### src/rtl/q2_pkg.sv
// Shared encodings for the Q2 micro-state sequencer and its consumers.
package q2_pkg;

  typedef enum logic [3:0] {
    ST_FETCH = 4'b0000,
    ST_LOAD  = 4'b0001,
    ST_DEREF = 4'b0010,
    ST_EXEC  = 4'b0011,
    ST_ALU1  = 4'b0100,
    ST_ALU2  = 4'b1000,
    ST_ALU3  = 4'b1100
  } q2_state_e;

  typedef enum logic {
    PH_SETTLE = 1'b0,
    PH_STROBE = 1'b1
  } q2_phase_e;

  // Only the bits that steer branches after FETCH need a held copy.
  typedef struct packed {
    logic op1;
    logic op5;
  } q2_op_t;

  // ALU step index lives in {s3,s2}; step n+1 is the next count in that field.
  function automatic q2_state_e alu_next(logic [1:0] n);
    return q2_state_e'({n + 2'd1, 2'b00});
  endfunction

endpackage

### src/rtl/q2_sequencer_if.sv
// Sequencer <-> control/front-panel signal bundle.
interface q2_sequencer_if;
  logic op1, op2, op5, halt;
  logic run_sw, stop_sw, step_sw;
  logic s0, s1, s2, s3, ws, running;

  modport master (
    input  op1, op2, op5, halt, run_sw, stop_sw, step_sw,
    output s0, s1, s2, s3, ws, running
  );

  modport slave (
    output op1, op2, op5, halt, run_sw, stop_sw, step_sw,
    input  s0, s1, s2, s3, ws, running
  );
endinterface

### src/rtl/q2_sync_edge.sv
// Two-flop synchronizer for a panel switch followed by a rising-edge pulse.
module q2_sync_edge (
  input  logic clk,
  input  logic rst,
  input  logic sw,
  output logic pulse
);
  // sh[1:0] is the synchronizer, sh[2] remembers the previous synced level.
  logic [2:0] sh;

  always_ff @(posedge clk or posedge rst) begin
    if (rst) sh <= '0;
    else     sh <= {sh[1:0], sw};
  end

  assign pulse = sh[1] & ~sh[2];
endmodule

### src/rtl/q2_sequencer.sv
// Q2 micro-state sequencer: two-clock micro-states (settle, strobe) with
// run/stop/single-step control and halt handling.
module q2_sequencer
  import q2_pkg::*;
#(
  parameter int ALU_STEPS = 3,
  parameter bit START_RUN = 1'b0
) (
  input logic            clk,
  input logic            rst,
  q2_sequencer_if.master bus
);

  logic run_pulse, stop_pulse, step_pulse;

  q2_sync_edge u_run  (.clk(clk), .rst(rst), .sw(bus.run_sw),  .pulse(run_pulse));
  q2_sync_edge u_stop (.clk(clk), .rst(rst), .sw(bus.stop_sw), .pulse(stop_pulse));
  q2_sync_edge u_step (.clk(clk), .rst(rst), .sw(bus.step_sw), .pulse(step_pulse));

  q2_state_e state_q, state_d;
  q2_phase_e phase_q, phase_d;
  q2_op_t    op_q;
  logic      running_q, running_d;
  logic      step_q, step_d;

  logic go, fetch_settle, fetch_strobe, halt_hit;

  assign go           = running_q | step_q;
  assign fetch_settle = (state_q == ST_FETCH) && (phase_q == PH_SETTLE);
  assign fetch_strobe = (state_q == ST_FETCH) && (phase_q == PH_STROBE);
  assign halt_hit     = (state_q == ST_EXEC) && (phase_q == PH_STROBE) && bus.halt;

  always_comb begin
    state_d   = state_q;
    phase_d   = phase_q;
    running_d = running_q;
    step_d    = step_q;

    if (phase_q == PH_SETTLE) begin
      // Only FETCH settle can stall; every other micro-state runs to completion.
      if (state_q != ST_FETCH || go) phase_d = PH_STROBE;
    end else begin
      phase_d = PH_SETTLE;
      unique case (state_q)
        // FETCH branches on the live opcode: it is loaded on this same edge.
        ST_FETCH: state_d = bus.op2 ? ST_LOAD : (bus.op1 ? ST_DEREF : ST_EXEC);
        ST_LOAD:  state_d = op_q.op1 ? ST_DEREF : ST_EXEC;
        ST_DEREF: state_d = ST_EXEC;
        ST_EXEC:  state_d = (op_q.op5 || bus.halt) ? ST_FETCH : ST_ALU1;
        ST_ALU1, ST_ALU2, ST_ALU3:
          state_d = (int'(state_q[3:2]) < ALU_STEPS) ? alu_next(state_q[3:2]) : ST_FETCH;
        default:  state_d = ST_FETCH;
      endcase
    end

    // stop and halt win over a coincident run.
    if (halt_hit || stop_pulse) running_d = 1'b0;
    else if (run_pulse)         running_d = 1'b1;

    if (halt_hit || fetch_strobe)                      step_d = 1'b0;
    else if (step_pulse && !running_q && fetch_settle) step_d = 1'b1;
  end

  always_ff @(posedge clk or posedge rst) begin
    if (rst) begin
      state_q   <= ST_FETCH;
      phase_q   <= PH_SETTLE;
      op_q      <= '0;
      running_q <= START_RUN;
      step_q    <= 1'b0;
    end else begin
      state_q   <= state_d;
      phase_q   <= phase_d;
      running_q <= running_d;
      step_q    <= step_d;
      if (fetch_strobe) op_q <= '{op1: bus.op1, op5: bus.op5};
    end
  end

  // phase_q is a flop, so ws is registered and clears with reset immediately.
  assign {bus.s3, bus.s2, bus.s1, bus.s0} = state_q;
  assign bus.ws      = (phase_q == PH_STROBE);
  assign bus.running = running_q;

endmodule
### src/flat_wrapper.sv
// flat-port wrapper written by rule: the top's interface ports become plain ports
module q2_sequencer_flat import q2_pkg::*;
#(
  parameter int ALU_STEPS = 3,
  parameter bit START_RUN = 1'b0
)
  (clk, rst, bus_op1, bus_op2, bus_op5, bus_halt, bus_run_sw, bus_stop_sw, bus_step_sw, bus_s0, bus_s1, bus_s2, bus_s3, bus_ws, bus_running);
  q2_sequencer_if bus_i ();
  input logic clk;
  input logic rst;
  input wire logic [$bits(bus_i.op1)-1:0] bus_op1;
  input wire logic [$bits(bus_i.op2)-1:0] bus_op2;
  input wire logic [$bits(bus_i.op5)-1:0] bus_op5;
  input wire logic [$bits(bus_i.halt)-1:0] bus_halt;
  input wire logic [$bits(bus_i.run_sw)-1:0] bus_run_sw;
  input wire logic [$bits(bus_i.stop_sw)-1:0] bus_stop_sw;
  input wire logic [$bits(bus_i.step_sw)-1:0] bus_step_sw;
  output wire logic [$bits(bus_i.s0)-1:0] bus_s0;
  output wire logic [$bits(bus_i.s1)-1:0] bus_s1;
  output wire logic [$bits(bus_i.s2)-1:0] bus_s2;
  output wire logic [$bits(bus_i.s3)-1:0] bus_s3;
  output wire logic [$bits(bus_i.ws)-1:0] bus_ws;
  output wire logic [$bits(bus_i.running)-1:0] bus_running;
  assign bus_i.op1 = bus_op1;
  assign bus_i.op2 = bus_op2;
  assign bus_i.op5 = bus_op5;
  assign bus_i.halt = bus_halt;
  assign bus_i.run_sw = bus_run_sw;
  assign bus_i.stop_sw = bus_stop_sw;
  assign bus_i.step_sw = bus_step_sw;
  assign bus_s0 = bus_i.s0;
  assign bus_s1 = bus_i.s1;
  assign bus_s2 = bus_i.s2;
  assign bus_s3 = bus_i.s3;
  assign bus_ws = bus_i.ws;
  assign bus_running = bus_i.running;
  q2_sequencer #(.ALU_STEPS(ALU_STEPS), .START_RUN(START_RUN)) u_core (.clk(clk), .rst(rst), .bus(bus_i));
endmodule
### config.mk
export PLATFORM = sky130hd
export DESIGN_NAME = q2_sequencer_flat
export DESIGN_NICKNAME = d
export VERILOG_FILES = /design/src/rtl/q2_pkg.sv /design/src/rtl/q2_sequencer_if.sv /design/src/rtl/q2_sync_edge.sv /design/src/rtl/q2_sequencer.sv /design/src/flat_wrapper.sv
export SDC_FILE = /design/constraint.sdc
export NUM_CORES = 1
export LEC_CHECK = 0
export CAP_MARGIN = 20
export CORE_UTILIZATION = 39
export CTS_CLUSTER_SIZE = 16
export DETAILED_ROUTE_END_ITERATION = 8
export GPL_ROUTABILITY_DRIVEN = 0
export PLACE_DENSITY_LB_ADDON = 0.08
export SLEW_MARGIN = 30
export SYNTH_ARGS = -nofsm -noshare
export SYNTH_HDL_FRONTEND = slang
export SYNTH_HIERARCHICAL = 1
export SYNTH_SLANG_ARGS = --single-unit
### constraint.sdc
create_clock -name clk -period 1.7 [get_ports clk]
set_clock_uncertainty 0.2 [all_clocks]
set_input_delay 0.255 -clock clk [delete_from_list [all_inputs] [get_ports clk]]
set_output_delay 0.255 -clock clk [all_outputs]
set_load 0.05 [all_outputs]
# After elaboration in Yosys (flattened, before gate mapping)

Cells that the tools add are included.

Register bits: 18
Output and inout port bits: 6
Logic and storage cells: 53

Add/subtract/negate cells: 1
$lt $le $gt $ge: 1
Equal/unequal tests: 6
Mux-type cells: 12
Bitwise logic cells: 8
Reduce and logical (&&, ||, !) cells: 16

Operator list:

| cell                | number |
|---|---|
| $pmux 4 s5          | 1 |
| $eq 4x2->1 const B  | 2 |
| $eq 4x4->1 const B  | 2 |
| $mux 1              | 8 |
| $mux 4              | 2 |
| $logic_and 1x1->1   | 6 |
| $eq 4x1->1 const B  | 1 |
| $eq 4x3->1 const B  | 1 |
| $logic_not 4->1     | 1 |
| $logic_or 1x1->1    | 4 |
| $not 1->1           | 4 |
| $reduce_bool 2->1   | 2 |
| $reduce_bool 4->1   | 1 |
| $and 1x1->1         | 3 |
| $mux 3              | 1 |
| $reduce_or 3->1     | 1 |
| $add 2x1->2 const B | 1 |
| $lt 2x2->1 const B  | 1 |
| $logic_not 1->1     | 1 |
| $or 1x1->1          | 1 |

# Logic depth before layout (Yosys ltp)

Depth in word-level cells: 6
Depth in mapped cells: 5
Gate-level depth less buffers: 5

# By module

The synthesis kept the hierarchy.

By module, submodules not included:

| module       | times used | cells an instance | area an instance (um2) | seq. area each (um2) |
|---|---|---|---|---|
| q2_sequencer | 1          | 48                | 484.2                  | 225.2 |
| q2_sync_edge | 3          | 5                 | 92.6                   | 75.1 |

# Least setup slack after synthesis

OpenSTA, ideal clock, no wires.

Path kind: register -> register
Start point: register u_core.state_q[2]
End point: register u_core.state_q[2]
Setup time: 124 ps
Data arrival time: 1,594 ps
Path slack: -218 ps
Stages on the path, launching flop included: 5
Path buffers: 0
Clock period less this slack: 1,918 ps
Cell sequence: dfrtp_1 inv_1 ha_1 o311a_1 a211o_1

Word-level cells in the longest chain between the ends: 3
Elaborated cells between the ends (all ways): 12
Those cells by class: add/sub: 1; order compare: 1; eq/ne: 6; mux: 2; reduce/logical: 2

RTL lines:

| what                                      | line                                   | RTL |
|---|---|---|
| start: declaration                        | q2_sequencer.sv:20                     | `q2_state_e state_q, state_d;` |
| start signal: assignment                  | q2_sequencer.sv:72                     | `state_q <= state_d;` |
| $add 2x1->2 (tied with other cells)       | q2_pkg.sv:27                           | `return q2_state_e'({n + 2'd1, 2'b00});` |
| $mux 4 or $reduce_or 3->1 (tied branches) | q2_sequencer.sv:51, q2_sequencer.sv:44 |  |
| $pmux 4 s5 *                              | q2_sequencer.sv:44                     | `unique case (state_q)` |

Every way passes the cells marked *; elsewhere a longest branch is shown, timed or not.
A chain may end at the register's enable or synchronous reset.

# Worst setup path after layout

Ends and elaborated chain as after synthesis.

==> tab_implementation.tex <==
\begin{tabular}{lr}
\hline
Metric & Value \\
\hline
\multicolumn{2}{l}{\textbf{Worst hold path}} \\
Worst Hold Class & input port to async pin \\
\multicolumn{2}{l}{\textbf{Power}} \\
Leak pwr & 0.511 nW \\
Largest vdd supply drop & 0.00116 V \\
Pwr/cell area & around 1600 mW/mm\^{}2 \\
\multicolumn{2}{l}{\textbf{STA}} \\
Worst setup margin & slightly above 0.1 ns \\
RSZ-0062 raised after global routing & no \\
Min cycle time layout & 1.60 ns \\
Achievable frequency & 626 MHz \\
Final period utilization & 94.0\% \\
Count of pins over their slew limit & 0 \\
Final Hold Vio Count & 0 \\
Final-report setup violation count & 0 \\
Relative max-transition margin & between 70\% and 80\% \\
Slew @ Worst Pin & $\sim$0.37 ns \\
\multicolumn{2}{l}{\textbf{Setup path}} \\
Maximum net fanout on the critical path & 5 \\
Reg-to-Reg Start & u\_core/state\_q[2] \\
Critical path start-end classification & flip-flop to flip-flop \\
CP max stage cell & sky130\_fd\_sc\_hd\_\_dfrtp\_2 \\
Kind of cell adding the most delay to the critical path & compound AO/OA/AOI/OAI gates \\
CP cell instances & ha\_1, o311a\_1, a211o\_1 \\
Bufs and invs on worst path & 0 \\
Worst reg-to-reg path cell count & 3 \\
Startpoint class of the critical path & flip-flop \\
Largest incremental delay on the critical path & around 0.45 ns \\
End of the worst register-to-register path & u\_core/state\_q[2] \\
Critical path endpoint category & flip-flop \\
Required time of the worst setup path & 1.68 ns \\
Crit path DAT & roughly 1.6 ns \\
Register-to-register setup slack & 0.10 ns \\
\multicolumn{2}{l}{\textbf{Floorplan}} \\
Height of the die & 46.2 microns \\
Core ar. & roughly 0.0018 sq mm \\
Overall die area & 0.00213 sq mm \\
Starting Density & 42.7\% \\
Die width & between 40 and 50 microns \\
Number of rows created at floorplan & 15 \\
I/O Pins & 15 \\
\multicolumn{2}{l}{\textbf{Logic synthesis}} \\
Sequential-to-total area share from yosys stat & 59.1\% \\
Post-Synth Simple-Gate Area & 16.7\% \\
Unique masters post-synth & 23 \\
Area leader, netlist & sky130\_fd\_sc\_hd\_\_dfrtp\_1 \\
Combinational family with the most area after synthesis & simple AND/OR/NAND/NOR gates \\
Synth area leaders & sky130\_fd\_sc\_hd\_\_dfrtp\_1 (59\%), sky130\_fd\_sc\_hd\_\_ha\_1 (6.6\%), sky130\_fd\_sc\_hd\_\_nor2b\_4 (5.4\%), sky130\_fd\_sc\_hd\_\_inv\_1 (4.4\%), sky130\_fd\_sc\_hd\_\_mux2\_1 (3.0\%) \\
Post-Synth XOR/XNOR Area & 0\% \\
Number of register bits inferred by synthesis & 18 \\
Fraction of the mapped netlist area in adder cells & under 10\% \\
Number of warning messages in the yosys log & 6 \\
Synthesized area & 762 sq um \\
Yosys top cell area share & about 59\% \\
Compound-Gate Fraction of Synth Area & 10.2\% \\
Post-Synthesis Mean Instance Area & 12.1 sq um \\
Mux share of post-synthesis cell area & 2.96\% \\
Net count after synthesis & 76 \\
Count of mapped cells out of synthesis & 63 \\
\multicolumn{2}{l}{\textbf{Clock network}} \\
Buffer type at the clock tree root & sky130\_fd\_sc\_hd\_\_clkbuf\_4 \\
TritonCTS clock tree & done \\
Register clock-pin slew on the reported worst setup and hold paths & 0.10 ns \\
Number of buffers created by CTS & 3 \\
Maximum root-to-sink buffer count & 2 \\
Worst skew pair latency & 0.29 ns \\
Count of hold buffers inserted by post-cts repair & 0 \\
Number of H-tree levels & 1 \\
TritonCTS sink count & 18 \\
\multicolumn{2}{l}{\textbf{Placement}} \\
Placed instance count & 103 \\
Setup slack at placement & 0.0367 ns \\
Cell area reported after detailed placement & between 0.001 and 0.0015 sq mm \\
Total half-perimeter wirelength after legalization and detailed placement & 1000 microns \\
Number of buffer cells added on primary ports & 14 \\
\multicolumn{2}{l}{\textbf{Route}} \\
Count of TritonRoute iterations in the first routing pass & 4 \\
Total vias in the final route & 524 \\
Number of nets still failing antenna checks after routing & 0 \\
Number of vias per cell & 4.81 \\
First-iteration detailed-routing DRC count & 4 \\
Routed length per instance & 12.4 microns \\
Post-detailed-routing wire length & 1350 microns \\
DRC errors left & 0 \\
\multicolumn{2}{l}{\textbf{GRT}} \\
Global-route wire length before repair & roughly 2200 microns \\
Initial antenna violation count & 0 \\
GRT Total Usage & approximately 15\% \\
Via count of the first global-routing pass & 487 \\
Remaining Overflow, GRT & 0 \\
Pin count of the biggest net entering global routing & 11 \\
\multicolumn{2}{l}{\textbf{Final layout}} \\
Post-Layout Cell Count & 109 \\
Multi-input logic area & 308 sq um \\
Area growth from synthesis to layout & 42.4\% \\
Fin area & 0.00108 sq mm \\
Net total in the final layout & 98 \\
Flip-flop and latch area & 453 sq um \\
ANT cells & 0 \\
FILL cells & 147 \\
Fraction of final layout cells with drive strength greater than 1 & 29.8\% \\
\multicolumn{2}{l}{\textbf{Run}} \\
Max-cap check violation count & 0 \\
\multicolumn{2}{l}{\textbf{Run status}} \\
Outcome & finished clean \\
\hline
\end{tabular}
[cell usage after synthesis]
cell / instances
sky130_fd_sc_hd__nand3_1: 1
sky130_fd_sc_hd__ha_1: 4
sky130_fd_sc_hd__a211oi_1: 1
sky130_fd_sc_hd__nor3b_1: 2
sky130_fd_sc_hd__nand2_1: 2
sky130_fd_sc_hd__nor3_2: 1
sky130_fd_sc_hd__dfrtp_1: 18
sky130_fd_sc_hd__o311a_1: 1
sky130_fd_sc_hd__a211o_1: 1
sky130_fd_sc_hd__nand2b_1: 1
sky130_fd_sc_hd__mux2_1: 2
sky130_fd_sc_hd__a22o_1: 1
sky130_fd_sc_hd__nand2_2: 1
sky130_fd_sc_hd__nor2_1: 6
sky130_fd_sc_hd__o31ai_1: 1
sky130_fd_sc_hd__nor2b_4: 3
sky130_fd_sc_hd__o21ai_0: 2
sky130_fd_sc_hd__inv_1: 9
sky130_fd_sc_hd__a41oi_1: 1
sky130_fd_sc_hd__a31oi_1: 1
sky130_fd_sc_hd__a21oi_1: 2
sky130_fd_sc_hd__nand3b_1: 1
sky130_fd_sc_hd__nor4_1: 1
[repair_timing]
item,in CTS,in global routing
setup endpoints to repair,0,2
buffers inserted,0,2
resized for setup,0,1
[metal layers]
layer	vias to the layer above	track usage (%)	wire, microns
met5	-	0	0
met4	0	8.82	18
met3	2	5.10	63
met2	18	21.7	567
met1	250	20.0	698
li1	254	-	-
[kinds of logic (layout without fill, tap and decap cells)]
logic type | Yosys count | count (layout)
DFF | 18 | 18
muxes | 2 | 2
AOI/OAI and AO/OA | 11 | 11
and+or+nand+nor | 19 | 19
adders and majority gates | 4 | 4
buffers and inverters | 9 | 30
[placed cells by master (no fill, tap or decap), drive strengths merged]
cell type,count
a211o,1
a211oi,1
a21oi,2
a22o,1
a31oi,1
a41oi,1
buf,9
clkbuf,4
clkdlybuf4s50,8
dfrtp,18
ha,4
inv,9
mux2,2
nand2,3
nand2b,1
nand3,1
nand3b,1
nor2,6
nor2b,3
nor3,1
nor3b,2
nor4,1
o21ai,2
o311a,1
o31ai,1
[final cells by class]
cell class | count | share of cell area, %
multi-input combinational | 36 | 28.4
tap | 25 | 2.88
inverter | 9 | 3.11
timing repair buffer | 17 | 20.5
clock buffer | 4 | 3.34
sequential | 18 | 41.8
[where the power goes]
group	switching (mW)	internal, mW	total (mW)
logic	0.434	0.408	0.842
clock network	0.133	0.130	0.264
registers	0.139	0.530	0.669
[registers in the layout, summed over array words and instances (netlist names)]
signal / cells
u_core/state_q: 4
u_core/u_run/sh: 3
u_core/u_step/sh: 3
u_core/u_stop/sh: 3
u_core/op_q: 2
u_core/bus.running: 1
u_core/bus.ws: 1
u_core/step_q: 1
[how the worst max path moves through the flow]
stage,depth (start not counted),from,end,slack (ns)
4_1_cts,5,u_core/state_q[3],u_core/op_q[0],0.02
2_1_floorplan,5,u_core/state_q[2],u_core/op_q[0],-0.02
6_report,3,u_core/state_q[2],u_core/state_q[2],0.10
5_1_grt,5,u_core/state_q[3],u_core/op_q[1],0.05
3_5_place_dp,5,u_core/state_q[2],u_core/op_q[0],0.04
3_3_place_gp,3,u_core/state_q[2],u_core/state_q[2],0.08
[worst reg2reg max path, stage by stage, from the launching register on]
cell                      delay [ns]
sky130_fd_sc_hd__dfrtp_2        0.45
sky130_fd_sc_hd__ha_1           0.21
sky130_fd_sc_hd__o311a_1        0.37
sky130_fd_sc_hd__a211o_1        0.26
[per-stage QoR]
step	utilization [%]	hold WS (ns)	setup TNS, ns	power (mW)
after floorplan	-	-0.191	-0.0626	1.12
after global placement	57.8	0.132	0	1.48
after detailed placement	57.8	0.135	0	1.49
after CTS	59.8	0.00573	0	1.76
after global routing	60.8	0.00702	0	1.88
final	60.8	0.0166	0	1.78
Note: power is estimated with default switching activity, not from simulation.
